File: config.mk
export PLATFORM = sky130hd
export DESIGN_NAME = secuenciador_cuenta_flat
export DESIGN_NICKNAME = d
export VERILOG_FILES = /design/src/rtl/secuenciador_cuenta_pkg.sv /design/src/rtl/secuenciador_cuenta_if.sv /design/src/rtl/secuenciador_cuenta_fifo.sv /design/src/rtl/secuenciador_cuenta.sv /design/src/flat_wrapper.sv
export SDC_FILE = /design/constraint.sdc
export NUM_CORES = 1
export LEC_CHECK = 0
export ABC_CLOCK_PERIOD_IN_PS = 3010
export CAP_MARGIN = 20
export CORE_MARGIN = 5
export CORE_UTILIZATION = 37
export DETAILED_ROUTE_END_ITERATION = 16
export DONT_BUFFER_PORTS = 1
export PLACE_DENSITY = 0.52
export SLEW_MARGIN = 40
export SYNTH_ARGS = -nofsm -noshare
export SYNTH_HDL_FRONTEND = slang
export SYNTH_HIERARCHICAL = 1
export SYNTH_SLANG_ARGS = --single-unit
File: constraint.sdc
create_clock -name clk -period 3.01 [get_ports clk]
set_input_delay 0.7525 -clock clk [delete_from_list [all_inputs] [get_ports clk]]
set_output_delay 0.7525 -clock clk [all_outputs]
set_load 0.005 [all_outputs]
File: src/rtl/secuenciador_cuenta_pkg.sv
// Shared types and defaults for the cuenta1 launcher: FSM state encoding,
// default operand/result widths and the result code reported on a timeout.
package secuenciador_pkg;

   localparam int VALOR_W_DEF  = 3;
   localparam int CUENTA_W_DEF = 4;

   // Wide enough for any result width; the top slices it down to CUENTA_W.
   localparam logic [31:0] CUENTA_ERR = '1;

   typedef enum logic [1:0] {
      IDLE,
      LANZA,
      ESPERA,
      ENTREGA
   } estado_t;

endpackage

File: src/rtl/secuenciador_cuenta_if.sv
// Operand, counter and result handshakes of the cuenta1 launcher.
// The slave modport is the launcher's view; master is the surroundings' view.
interface secuenciador_cuenta_if #(
   parameter int VALOR_W  = 3,
   parameter int CUENTA_W = 4
);
   logic [VALOR_W-1:0]  in_valor;
   logic                in_valid;
   logic                in_ready;
   logic [VALOR_W-1:0]  valor;
   logic                start;
   logic [CUENTA_W-1:0] cuenta;
   logic                fin;
   logic [CUENTA_W-1:0] res_cuenta;
   logic                res_valid;
   logic                res_ready;
   logic                res_err;

   modport slave (
      input  in_valor, in_valid, cuenta, fin, res_ready,
      output in_ready, valor, start, res_cuenta, res_valid, res_err
   );

   modport master (
      output in_valor, in_valid, cuenta, fin, res_ready,
      input  in_ready, valor, start, res_cuenta, res_valid, res_err
   );

endinterface

File: src/rtl/secuenciador_cuenta_fifo.sv
// fifo_valores: operand queue of DEPTH entries (power of two) with fill count.
// Pushes when full and pops when empty are dropped inside the queue.
module fifo_valores #(
   parameter int DEPTH = 4,
   parameter int W     = 3
) (
   input  logic                     clk,
   input  logic                     rst_n,
   input  logic                     push,
   input  logic                     pop,
   input  logic [W-1:0]             wr_data,
   output logic [W-1:0]             rd_data,
   output logic                     full,
   output logic                     empty,
   output logic [$clog2(DEPTH):0]   count
);
   localparam int AW = $clog2(DEPTH);
   localparam logic [AW:0] LLENO = DEPTH[AW:0];

   logic [W-1:0]  mem [DEPTH];
   logic [AW-1:0] wr_ptr;
   logic [AW-1:0] rd_ptr;
   logic          do_push;
   logic          do_pop;

   assign full    = (count == LLENO);
   assign empty   = (count == '0);
   assign do_push = push & ~full;
   assign do_pop  = pop & ~empty;
   assign rd_data = mem[rd_ptr];

   // Pointers wrap on their own because DEPTH is a power of two.
   always_ff @(posedge clk or negedge rst_n) begin
      if (!rst_n) begin
         wr_ptr <= '0;
         rd_ptr <= '0;
         count  <= '0;
      end else begin
         if (do_push) wr_ptr <= wr_ptr + 1'b1;
         if (do_pop)  rd_ptr <= rd_ptr + 1'b1;
         case ({do_push, do_pop})
            2'b10:   count <= count + 1'b1;
            2'b01:   count <= count - 1'b1;
            default: ;
         endcase
      end
   end

   always_ff @(posedge clk) begin
      if (do_push) mem[wr_ptr] <= wr_data;
   end

endmodule

File: src/rtl/secuenciador_cuenta.sv
// secuenciador_cuenta: queues operands, launches cuenta1 one job at a time and
// returns each Cuenta downstream. Optional fin timeout: SECUENCIADOR_TIMEOUT_EN.
module secuenciador_cuenta
   import secuenciador_pkg::*;
#(
   parameter int VALOR_W     = VALOR_W_DEF,
   parameter int CUENTA_W    = CUENTA_W_DEF,
   parameter int DEPTH       = 4,
   parameter int TIMEOUT_CYC = 64
) (
   input  logic                   clk,
   input  logic                   rst_n,
   secuenciador_cuenta_if.slave   bus,
   output logic                   busy,
   output logic [$clog2(DEPTH):0] ocupacion
);
   if ((DEPTH < 2) || ((DEPTH & (DEPTH - 1)) != 0) || (TIMEOUT_CYC < 1)) begin : g_param_check
      $error("secuenciador_cuenta: DEPTH must be a power of two >= 2, TIMEOUT_CYC >= 1");
   end

   estado_t             estado, estado_sig;
   logic                pop, capturar, entregar, expira;
   logic                fifo_full, fifo_empty;
   logic [VALOR_W-1:0]  cabeza;
   logic [VALOR_W-1:0]  valor_q;
   logic [CUENTA_W-1:0] res_cuenta_q;
   logic                res_valid_q;
   logic                fin_q;

   fifo_valores #(.DEPTH(DEPTH), .W(VALOR_W)) u_fifo (
      .clk     (clk),
      .rst_n   (rst_n),
      .push    (bus.in_valid),
      .pop     (pop),
      .wr_data (bus.in_valor),
      .rd_data (cabeza),
      .full    (fifo_full),
      .empty   (fifo_empty),
      .count   (ocupacion)
   );

   always_ff @(posedge clk or negedge rst_n) begin
      if (!rst_n) estado <= IDLE;
      else        estado <= estado_sig;
   end

   // Only a fresh fin rise counts, so a level left over from the last job is ignored.
   always_comb begin
      estado_sig = estado;
      pop        = 1'b0;
      capturar   = 1'b0;
      entregar   = 1'b0;
      case (estado)
         IDLE: begin
            if (!fifo_empty) begin
               pop        = 1'b1;
               estado_sig = LANZA;
            end
         end
         LANZA:   estado_sig = ESPERA;
         ESPERA: begin
            if (bus.fin && !fin_q) begin
               capturar   = 1'b1;
               estado_sig = ENTREGA;
            end else if (expira) begin
               estado_sig = ENTREGA;
            end
         end
         ENTREGA: begin
            if (res_valid_q && bus.res_ready) begin
               entregar   = 1'b1;
               estado_sig = IDLE;
            end
         end
         default: estado_sig = IDLE;
      endcase
   end

   always_ff @(posedge clk or negedge rst_n) begin
      if (!rst_n) begin
         valor_q      <= '0;
         res_cuenta_q <= '0;
         res_valid_q  <= 1'b0;
         fin_q        <= 1'b0;
      end else begin
         fin_q <= bus.fin;
         if (pop) valor_q <= cabeza;
         if (capturar) begin
            res_cuenta_q <= bus.cuenta;
            res_valid_q  <= 1'b1;
         end else if (expira) begin
            res_cuenta_q <= CUENTA_ERR[CUENTA_W-1:0];
            res_valid_q  <= 1'b1;
         end else if (entregar) begin
            res_valid_q  <= 1'b0;
         end
      end
   end

`ifdef SECUENCIADOR_TIMEOUT_EN
   localparam int TMO_W = $clog2(TIMEOUT_CYC) + 1;

   logic [TMO_W-1:0] espera_cnt;
   logic             res_err_q;

   // Counts cycles spent in ESPERA; restarts from zero for every job.
   always_ff @(posedge clk or negedge rst_n) begin
      if (!rst_n) begin
         espera_cnt <= '0;
         res_err_q  <= 1'b0;
      end else begin
         espera_cnt <= (estado == ESPERA) ? espera_cnt + 1'b1 : '0;
         if (expira)        res_err_q <= 1'b1;
         else if (entregar) res_err_q <= 1'b0;
      end
   end

   assign expira      = (estado == ESPERA) && (espera_cnt == TMO_W'(TIMEOUT_CYC - 1));
   assign bus.res_err = res_err_q;
`else
   assign expira      = 1'b0;
   assign bus.res_err = 1'b0;
`endif

   assign bus.in_ready   = ~fifo_full;
   assign bus.valor      = valor_q;
   assign bus.start      = (estado == LANZA);
   assign bus.res_cuenta = res_cuenta_q;
   assign bus.res_valid  = res_valid_q;
   assign busy           = (estado != IDLE);

endmodule

File: src/flat_wrapper.sv
// flat-port wrapper written by rule: the top's interface ports become plain ports
module secuenciador_cuenta_flat import secuenciador_pkg::*;
#(
   parameter int VALOR_W     = VALOR_W_DEF,
   parameter int CUENTA_W    = CUENTA_W_DEF,
   parameter int DEPTH       = 4,
   parameter int TIMEOUT_CYC = 64
)
  (clk, rst_n, busy, ocupacion, bus_in_valor, bus_in_valid, bus_cuenta, bus_fin, bus_res_ready, bus_in_ready, bus_valor, bus_start, bus_res_cuenta, bus_res_valid, bus_res_err);
  secuenciador_cuenta_if #(.VALOR_W(VALOR_W), .CUENTA_W(CUENTA_W)) bus_i ();
  input  logic clk;
  input  logic rst_n;
  output logic busy;
  output logic [$clog2(DEPTH):0] ocupacion;
  input wire logic [$bits(bus_i.in_valor)-1:0] bus_in_valor;
  input wire logic [$bits(bus_i.in_valid)-1:0] bus_in_valid;
  input wire logic [$bits(bus_i.cuenta)-1:0] bus_cuenta;
  input wire logic [$bits(bus_i.fin)-1:0] bus_fin;
  input wire logic [$bits(bus_i.res_ready)-1:0] bus_res_ready;
  output wire logic [$bits(bus_i.in_ready)-1:0] bus_in_ready;
  output wire logic [$bits(bus_i.valor)-1:0] bus_valor;
  output wire logic [$bits(bus_i.start)-1:0] bus_start;
  output wire logic [$bits(bus_i.res_cuenta)-1:0] bus_res_cuenta;
  output wire logic [$bits(bus_i.res_valid)-1:0] bus_res_valid;
  output wire logic [$bits(bus_i.res_err)-1:0] bus_res_err;
  assign bus_i.in_valor = bus_in_valor;
  assign bus_i.in_valid = bus_in_valid;
  assign bus_i.cuenta = bus_cuenta;
  assign bus_i.fin = bus_fin;
  assign bus_i.res_ready = bus_res_ready;
  assign bus_in_ready = bus_i.in_ready;
  assign bus_valor = bus_i.valor;
  assign bus_start = bus_i.start;
  assign bus_res_cuenta = bus_i.res_cuenta;
  assign bus_res_valid = bus_i.res_valid;
  assign bus_res_err = bus_i.res_err;
  secuenciador_cuenta #(.VALOR_W(VALOR_W), .CUENTA_W(CUENTA_W), .DEPTH(DEPTH), .TIMEOUT_CYC(TIMEOUT_CYC)) u_core (.clk(clk), .rst_n(rst_n), .bus(bus_i), .busy(busy), .ocupacion(ocupacion));
endmodule
-- Word-level counts from Yosys, hierarchy flattened
Memories as Yosys holds them, arrays and structs flattened. A register that Yosys moved wholly into a read port is not among the register bits.
Index checks and enable logic that the tools add are counted.
- add/subtract/negate cells: 4
- multipliers: 0
- divide/modulo/power cells: 0
- order comparisons: 0
- eq/ne operators: 9
- shift-type cells: 0
- muxes and demuxes: 15
- bitwise operators: 4
- reduce and logical (&&, ||, !) cells: 10
- operator list (cell ; count):
    two-way mux 1 bit ; 10
    case mux 2 bit (4 select lines) ; 1
    equality test 2 bit (second input constant) ; 3
    two-way mux 2 bit ; 3
    case mux 3 bit (2 select lines) ; 1
    nonzero test 2 bit ; 3
    adder 2 x 1 -> 2 bit (second input constant) ; 2
    equality test 2 x 1 -> 1 bit (second input constant) ; 2
    != test 2 x 1 -> 1 bit (second input constant) ; 2
    adder 3 x 1 -> 3 bit (second input constant) ; 1
    equality test 3 bit (second input constant) ; 1
    zero test 3 bit ; 1
    AND reduction 3 bit ; 1
    subtractor 3 x 1 -> 3 bit (second input constant) ; 1
    bitwise AND 1 bit ; 2
    logical AND 1 bit ; 2
    zero test 1 bit ; 2
    zero test 2 bit ; 1
    != test 2 bit (second input constant) ; 1
    inverter 1 bit ; 2
- register bits after elaboration: 15
- latch bits: 0
- RAM bits: 12
- bits in read-only memories: 0
- bits of input ports: 12
- output and inout port bits: 15
- logic and storage cells: 50
- memories kept: 1
- memories (memory ; depth ; width ; rd ports ; clocked after Yosys merged registers in ; wr ports ; RTL line ; RTL):
    u_core.u_fifo.mem ; 4 ; 3 ; 1 ; 1 ; 1 ; secuenciador_cuenta_fifo.sv:20 ; logic [W-1:0] mem [DEPTH];

-- Depth between registers and ports, before layout
Gate-level depths: netlist of the first run.
- depth after elaboration: 6
- depth in mapped cells: 11
- gate-level depth less buffers: 11

-- Modules after synthesis
The synthesis of the first run kept the hierarchy.
- by module, submodules not included (module ; times used ; cells each ; area each (sq um)):
    fifo_valores ; 1 ; 53 ; 874.6
    secuenciador_cuenta ; 1 ; 41 ; 560.5

-- Worst setup path before layout of the first run
OpenSTA, ideal clock, no wires.
- kind: reg2reg
- start: register u_core.estado[0]
- end: register u_core.u_fifo.count[2]
- arrival time: 2093 ps
- slack: 838 ps
- stages on the path, launching flop included: 12
- buffers on the path: 0
- cells stage by stage: dfrtp_1 -> inv_1 -> ha_1 -> inv_1 -> nor2_4 -> o31a_2 -> ha_1 -> inv_1 -> fa_1 -> xor2_1 -> nor2_1 -> xor2_1
- longest elaborated chain between the ends: 5
- elaborated cells on any way between the ends: 7
- RTL lines (element ; RTL line ; RTL):
    start: declaration ; secuenciador_cuenta.sv:21 ; estado_t estado, estado_sig;
    start signal: assignment ; secuenciador_cuenta.sv:44 ; else estado <= estado_sig;
    zero test 2 bit * ; secuenciador_cuenta.sv:53 ; case (estado)
    two-way mux 1 bit * ; secuenciador_cuenta.sv:53 ;
    named net u_core.pop ; secuenciador_cuenta.sv:22 ; logic pop, capturar, entregar, expira;
    bitwise AND 1 bit * ; secuenciador_cuenta_fifo.sv:29 ; assign do_pop = pop & ~empty;
    named net u_core.u_fifo.do_pop ; secuenciador_cuenta_fifo.sv:24 ; logic do_pop;
    equality test 2 x 1 -> 1 bit / equality test 2 bit (equally long branches) ; secuenciador_cuenta_fifo.sv:41 ; case ({do_push, do_pop})
    case mux 3 bit (2 select lines) / nonzero test 2 bit (equally long branches) ; -- ;
    end signal: assignment ; secuenciador_cuenta_fifo.sv:42 ; 2'b10: count <= count + 1'b1;
    end signal: assignment ; secuenciador_cuenta_fifo.sv:43 ; 2'b01: count <= count - 1'b1;
    end: declaration ; secuenciador_cuenta_fifo.sv:15 ; output logic [$clog2(DEPTH):0] count
Mark *: on every way through the listed nets, which the timed path passes. The rest lies on a longest branch.
A chain may end at the register's enable or synchronous reset.

-- Worst setup path after layout of the first run
Ends and elaborated chain as after synthesis.

==> impl_metrics.toml, run 1 <==
[worst_setup_path]
critPathLaunchType = "register"
timing.critical_path.arrival_ns = 2.60
crit_path_max_incr_delay_ns = 0.42
critical_path.max_fanout = 4
critical_path.cell_chain = "inv_1 > ha_1 > inv_1 > nor2_4 > o31a_2 > ha_1 > inv_1 > fa_1 > xor2_1 > nor2_1 > xor2_1"
r2r_start = "u_core/estado[0]$_DFFE_PN0P_"
worstPathRequired_ns = 3.21
worst_path_max_delay_cell = "dfrtp_1"
cp.buffers_inverters = 3
critical_path.endpoint_type = "register"
timing.critical_path.from = "u_core/estado[0]$_DFFE_PN0P_"
critical-path-top-cell-by-count = "inv_1"
timing_worst_setup_path_type = "register to register"
timing.critical_path.max_delay_family = "adder cells"

[grt]
antenna_found_initial = 0
grt_util_all_layers = 0.0982
globalRouteMet2Util = 0.150
grt_pass1_wl_um = 3690
grt_use_met1 = 0.116
grt_max_degree = 19
grt-busiest-layer = "met2"
use_met3 = 0.0457
grt_pass1_vias = 737
globalRouteOverflowTotal = 0

[sta]
hold-worst-slack_ns = 0.168
final-hold-violation-count = 0
fin_crit_sh = 0.798
grt_setup_unrepaired = "false"
postLayoutSetupSlackWorst_ns = 0.609
maxClockFrequency_mhz = 416
setup_total_negative_slack_ns = 0
finClkSkew_ns = 0.00317
setup_violations = 0
period_minus_slack_ns = 2.40
finalMaxSlewViolations = 0

[place]
detailed_place.area_mm2 = 0.00149
port-buffer-count = 0
routabilityCongestion = 0.708
placedCellCount = 141
dpl_worst_slack_ns = 0.627
dpl.hpwl_um = 1680

[floorplanning]
placementRows = 22
io_pins = 27
die_height_um = 72.3
placeableCoreArea_mm2 = 0.00372
initial_core_util = 0.386
chipWidth_um = 72.3
dieArea_mm2 = 0.00522

[detailed_routing]
postRouteAntennaNets = 0
routed_via_density = 4.64
wire_per_inst_um = 15.3
drt_drc_violations_left = 0
routed-via-count = 692
drt_iter0_markers = 18
finalWirelength_um = 2280
detailedRoute.firstPassIterationCount = 4

[finish]
syn2layout_area_growth_pct = 13.1
fin_area_mm2 = 0.00162
final_layout_size_suffix_gt1_frac = 0.307
final_nets = 123
antenna_cells_inserted = 0
core_occupancy_in_the_finished_layout = 0.437
multiInputGateArea_um2 = 574
fillerInstances = 346
final-instance-count-excl-fill = 149
seqCellArea_um2 = 811

[pwr]
worst_ir_drop_on_vdd_mv = 0.566
power.leakage_nw = 0.689
power_mw = 1.84
power-per-cell-area_mw_per_mm2 = 1130

[clocking]
insertion_delay_ns = 0.27
cts_max_level = 2
cts_tree = "yes"
tritoncts.num_buffers = 5
clock_sink_count = 30
cts_root_buf = "clkbuf_8"
cts_max_path_buffers = 2
clk_pin_slew_worst_paths_ns = 0.06
postCtsSetupBuffers = 0
cts_repair_resize_count = 0
post_cts_hold_fix_bufs = 0

[yosys]
syn-cell-area_mm2 = 0.00144
synth_cell_type_count = 29
share_of_synthesized_area_occupied_by_flip_flops_and_latches = 0.565
synthCells = 94
postSynthRegisterBits = 30
synth_warn = 6
syn-num-nets = 117
syn_avg_cell_area_um2 = 15.3

[job]
maxcap_viol_count = 0

[hold_path]
hp-class = "input port to asynchronous set/reset pin"

[run_status]
status = "finished clean"
==> cells in the mapped netlist <==
library cell  count  share of area
and2_2            3          0.016
mux4_2            3          0.047
nor2_1            2         0.0052
buf_4             1         0.0052
dfrtp_1          18           0.31
xor2_1            3          0.018
mux2i_1           1         0.0070
nor3_1            1         0.0035
xnor2_1           3          0.018
nor3b_4           1          0.013
edfxtp_1         12           0.25
mux2_4            2          0.021
nor2_4            1         0.0078
a221oi_4          1          0.018
fa_1              1          0.014
nand2b_4          1         0.0096
a21oi_1           1         0.0035
nand2_1           4          0.010
conb_1            1         0.0026
ha_1             10          0.087
nor2b_4           1         0.0096
a2bb2oi_1         1         0.0061
and2_1            1         0.0044
a21boi_2          1         0.0078
buf_2             1         0.0035
mux2_2            7          0.055
inv_1            10          0.026
nand3b_2          1         0.0078
o31a_2            1         0.0070
==> registers in the layout, indices dropped and copies added (netlist names) <==
register / cells
u_core/u_fifo/mem: 12
u_core/bus.res_cuenta: 4
u_core/bus.valor: 3
u_core/u_fifo/count: 3
u_core/estado: 2
u_core/u_fifo/rd_ptr: 2
u_core/u_fifo/wr_ptr: 2
u_core/bus.res_valid: 1
u_core/fin_q: 1
==> kinds of logic (layout without fill, tap and decap cells) <==
| kind of cell | after synthesis | after routing | synth area share |
|---|---|---|---|
| other cells | 1 | 1 | 0.00261 |
| mux | 13 | 13 | 0.130 |
| xor+xnor | 6 | 6 | 0.0366 |
| flops | 30 | 30 | 0.565 |
| simple gates | 16 | 16 | 0.0872 |
| compound gates | 5 | 5 | 0.0427 |
| buf+inv | 12 | 19 | 0.0349 |
| fa+ha+maj | 11 | 11 | 0.101 |
==> path summary, 6_finish.rpt <==
| check | endpoint | slack (ns) | cells past startpoint |
|---|---|---|---|
| hold reg to reg | u_core/bus.valor[2]$_DFFE_PN0P_ | 0.54 | 1 |
| max in group asynchronous | u_core/u_fifo/wr_ptr[0]$_DFFE_PN0P_ | 2.77 | 0 |
| setup reg to reg | u_core/u_fifo/count[2]$_DFFE_PN0P_ | 0.61 | 11 |
| setup / recovery | u_core/u_fifo/count[2]$_DFFE_PN0P_ | 0.61 | 11 |
| hold / removal | u_core/bus.valor[0]$_DFFE_PN0P_ | 0.17 | 0 |
| min in group clk | u_core/fin_q$_DFF_PN0_ | 0.50 | 0 |
==> cell type report <==
type	instances	area share
Clock buffer	5	0.0424
Clock inverter	3	0.0393
Inverter	10	0.0231
Multi-Input combinational cell	52	0.354
Sequential cell	30	0.500
Tap cell	48	0.0370
Timing Repair Buffer	1	0.00463
==> layer usage <==
metal	routed length, um	vias to the layer above
li1	-	331
met1	1000	339
met2	1070	17
met3	169	5
met4	36	0
met5	0	-
==> report_power, final <==
part,total (mW),switching [mW],leakage (nW),internal (mW)
registers,0.743,0.154,0.322,0.589
clock network,0.475,0.148,0.0658,0.327
logic,0.620,0.278,0.302,0.343
total,1.84,0.579,0.689,1.26
==> placed cells by master (no fill, tap or decap), types with 2 or more instances in the layout <==
cell / synthesis / routed
nor2_1: 2 / 2
xnor2_1: 3 / 3
inv_1: 10 / 10
mux2_4: 2 / 2
xor2_1: 3 / 3
nand2_1: 4 / 4
clkbuf_8: 0 / 5
edfxtp_1: 12 / 12
ha_1: 10 / 10
dfrtp_1: 18 / 18
mux2_2: 7 / 7
and2_2: 3 / 3
bufinv_16: 0 / 2
mux4_2: 3 / 3
Note: power is estimated with default switching activity, not from simulation.
==> run 2: changes to the inputs <==
Settings changed: ABC_CLOCK_PERIOD_IN_PS 3010 to 2100, PLACE_DENSITY 0.52 to 0.54.
Clock period 3.01 ns to 2.1 ns, I/O delays scaled along.
==> impl_metrics.toml, run 2 (synthesis gave the netlist of run 1 again) <==
[clocking]
cts_root_buf = "clkbuf_8"
cts_tree = "yes"
cts_max_level = 2
insertion_delay_ns = 0.28
clk_pin_slew_worst_paths_ns = 0.06
tritoncts.num_buffers = 5
clock_sink_count = 30
cts_max_path_buffers = 2

[detailed_routing]
postRouteAntennaNets = 0
drt_drc_violations_left = 0
routed_via_density = 4.52
drt_iter0_markers = 12
finalWirelength_um = 2400
detailedRoute.firstPassIterationCount = 3
wire_per_inst_um = 14.9
routed-via-count = 727

[grt]
grt_util_all_layers = 0.105
antenna_found_initial = 0
globalRouteOverflowTotal = 0
grt_pass1_wl_um = 4020
grt_max_degree = 19
grt_pass1_vias = 820

[floorplanning]
placementRows = 22
initial_core_util = 0.386
placeableCoreArea_mm2 = 0.00372
die_height_um = 72.3
io_pins = 27
dieArea_mm2 = 0.00522
chipWidth_um = 72.3

[place]
routabilityCongestion = 0.678
dpl_worst_slack_ns = -0.0202
dpl.hpwl_um = 1760
port-buffer-count = 0

[hold_path]
hp-class = "input port to asynchronous set/reset pin"

[pwr]
power_mw = 2.73
power-per-cell-area_mw_per_mm2 = 1590
worst_ir_drop_on_vdd_mv = 0.692
power.leakage_nw = 0.737

[sta]
fin_crit_sh = 0.940
setup_total_negative_slack_ns = 0
grt_setup_unrepaired = "false"
postLayoutSetupSlackWorst_ns = 0.125
finClkSkew_ns = 0.00394
final-hold-violation-count = 0
setup_violations = 0
period_minus_slack_ns = 1.97
finalMaxSlewViolations = 0
maxClockFrequency_mhz = 506

[worst_setup_path]
crit_path_max_incr_delay_ns = 0.39
worstRegToRegCells = 11
critical_path.cell_chain = "inv_2 > ha_4 > inv_1 > nor2_4 > o31a_2 > ha_4 > inv_1 > fa_2 > xor2_1 > nor2_1 > xor2_1"
timing.critical_path.max_delay_family = "adder cells"
worstPathRequired_ns = 2.31
worst_path_max_delay_cell = "dfrtp_1"
critical_path_cell_count = 11
timing.critical_path.arrival_ns = 2.18
critPathLaunchType = "register"
r2r_setup_slack_ns = 0.13
r2r_start = "u_core/estado[0]$_DFFE_PN0P_"
critical_path.max_fanout = 3
r2r-end = "u_core/u_fifo/count[2]$_DFFE_PN0P_"
timing_worst_setup_path_type = "register to register"
critical_path.endpoint_type = "register"
cp.buffers_inverters = 3

[finish]
number_of_flip_flops_under_the_largest_register_name = 12
most-common-layout-cells = "dfrtp_1, buf_4, edfxtp_1"
multiInputGateArea_um2 = 607
fillerInstances = 348
seqCellArea_um2 = 811
antenna_cells_inserted = 0
final_layout_size_suffix_gt1_frac = 0.442
syn2layout_area_growth_pct = 19.8
final_common_cell = "dfrtp_1"
final_nets = 135
top_register = "u_core/u_fifo/mem"

[job]
maxcap_viol_count = 0

[run_status]
status = "finished clean"
[run 2: changes by cell type in the layout (fill, tap and decap cells not counted), sizes merged]
cell	previous run	this run
clkinv	1	2
buf	1	13
bufinv	2	1
[run 2: through the flow]
step / cells / cell area, um^2 / hold slack [ns] / utilization
4_1_cts: 159 / 1700 / 0.261 / 0.457
6_report: 161 / 1720 / 0.173 / 0.463
5_1_grt: 161 / 1720 / 0.189 / 0.463
3_3_place_gp: 147 / 1550 / 0.230 / 0.418
2_1_floorplan: 94 / 1450 / 0.229 / -
3_5_place_dp: 147 / 1550 / 0.230 / 0.418
[run 2: timing repair]
action                                  CTS  global route
hold buffers                              1             0
resized for setup                         1             2
endpoints found under the setup margin    1             1
setup buffers                             3             2
pin swaps                                 1             2
hold endpoints to repair                 18             0
[run 2: cell type report]
class                   instances  area share
clock buffers                   5      0.0400
clock inverters                 3      0.0233
multi-input cells              52       0.353
repair buffers                 13      0.0553
inverters                      10      0.0218
well taps                      48      0.0349
flip-flops and latches         30       0.472
[run 2: power by group]
| part | switching (mW) | internal (mW) | total, mW |
|---|---|---|---|
| sequential | 0.200 | 0.844 | 1.04 |
| combinational | 0.465 | 0.657 | 1.12 |
| clock | 0.218 | 0.349 | 0.567 |
| total | 0.883 | 1.85 | 2.73 |
[run 2: how the worst max path moves through the flow]
stage                                    endpoint  slack [ns]                          from
6_report       u_core/u_fifo/count[2]$_DFFE_PN0P_        0.13  u_core/estado[0]$_DFFE_PN0P_
5_1_grt        u_core/u_fifo/count[2]$_DFFE_PN0P_       0.006  u_core/estado[0]$_DFFE_PN0P_
4_1_cts        u_core/u_fifo/count[2]$_DFFE_PN0P_       0.004  u_core/estado[1]$_DFFE_PN0P_
3_5_place_dp   u_core/u_fifo/count[2]$_DFFE_PN0P_       -0.02  u_core/estado[1]$_DFFE_PN0P_
3_3_place_gp   u_core/u_fifo/count[2]$_DFFE_PN0P_        0.03  u_core/estado[1]$_DFFE_PN0P_
2_1_floorplan  u_core/u_fifo/count[2]$_DFFE_PN0P_        0.03  u_core/estado[1]$_DFFE_PN0P_
[run 2: per-layer routing]
metal	global-route usage	vias to the layer above	routed length (um)	share of wire
met1	0.129	349	1060	0.44
li1	-	354	-	-
met2	0.154	19	1150	0.48
met4	0.0689	0	72	0.030
met3	0.0388	5	121	0.050
met5	0	-	0	0
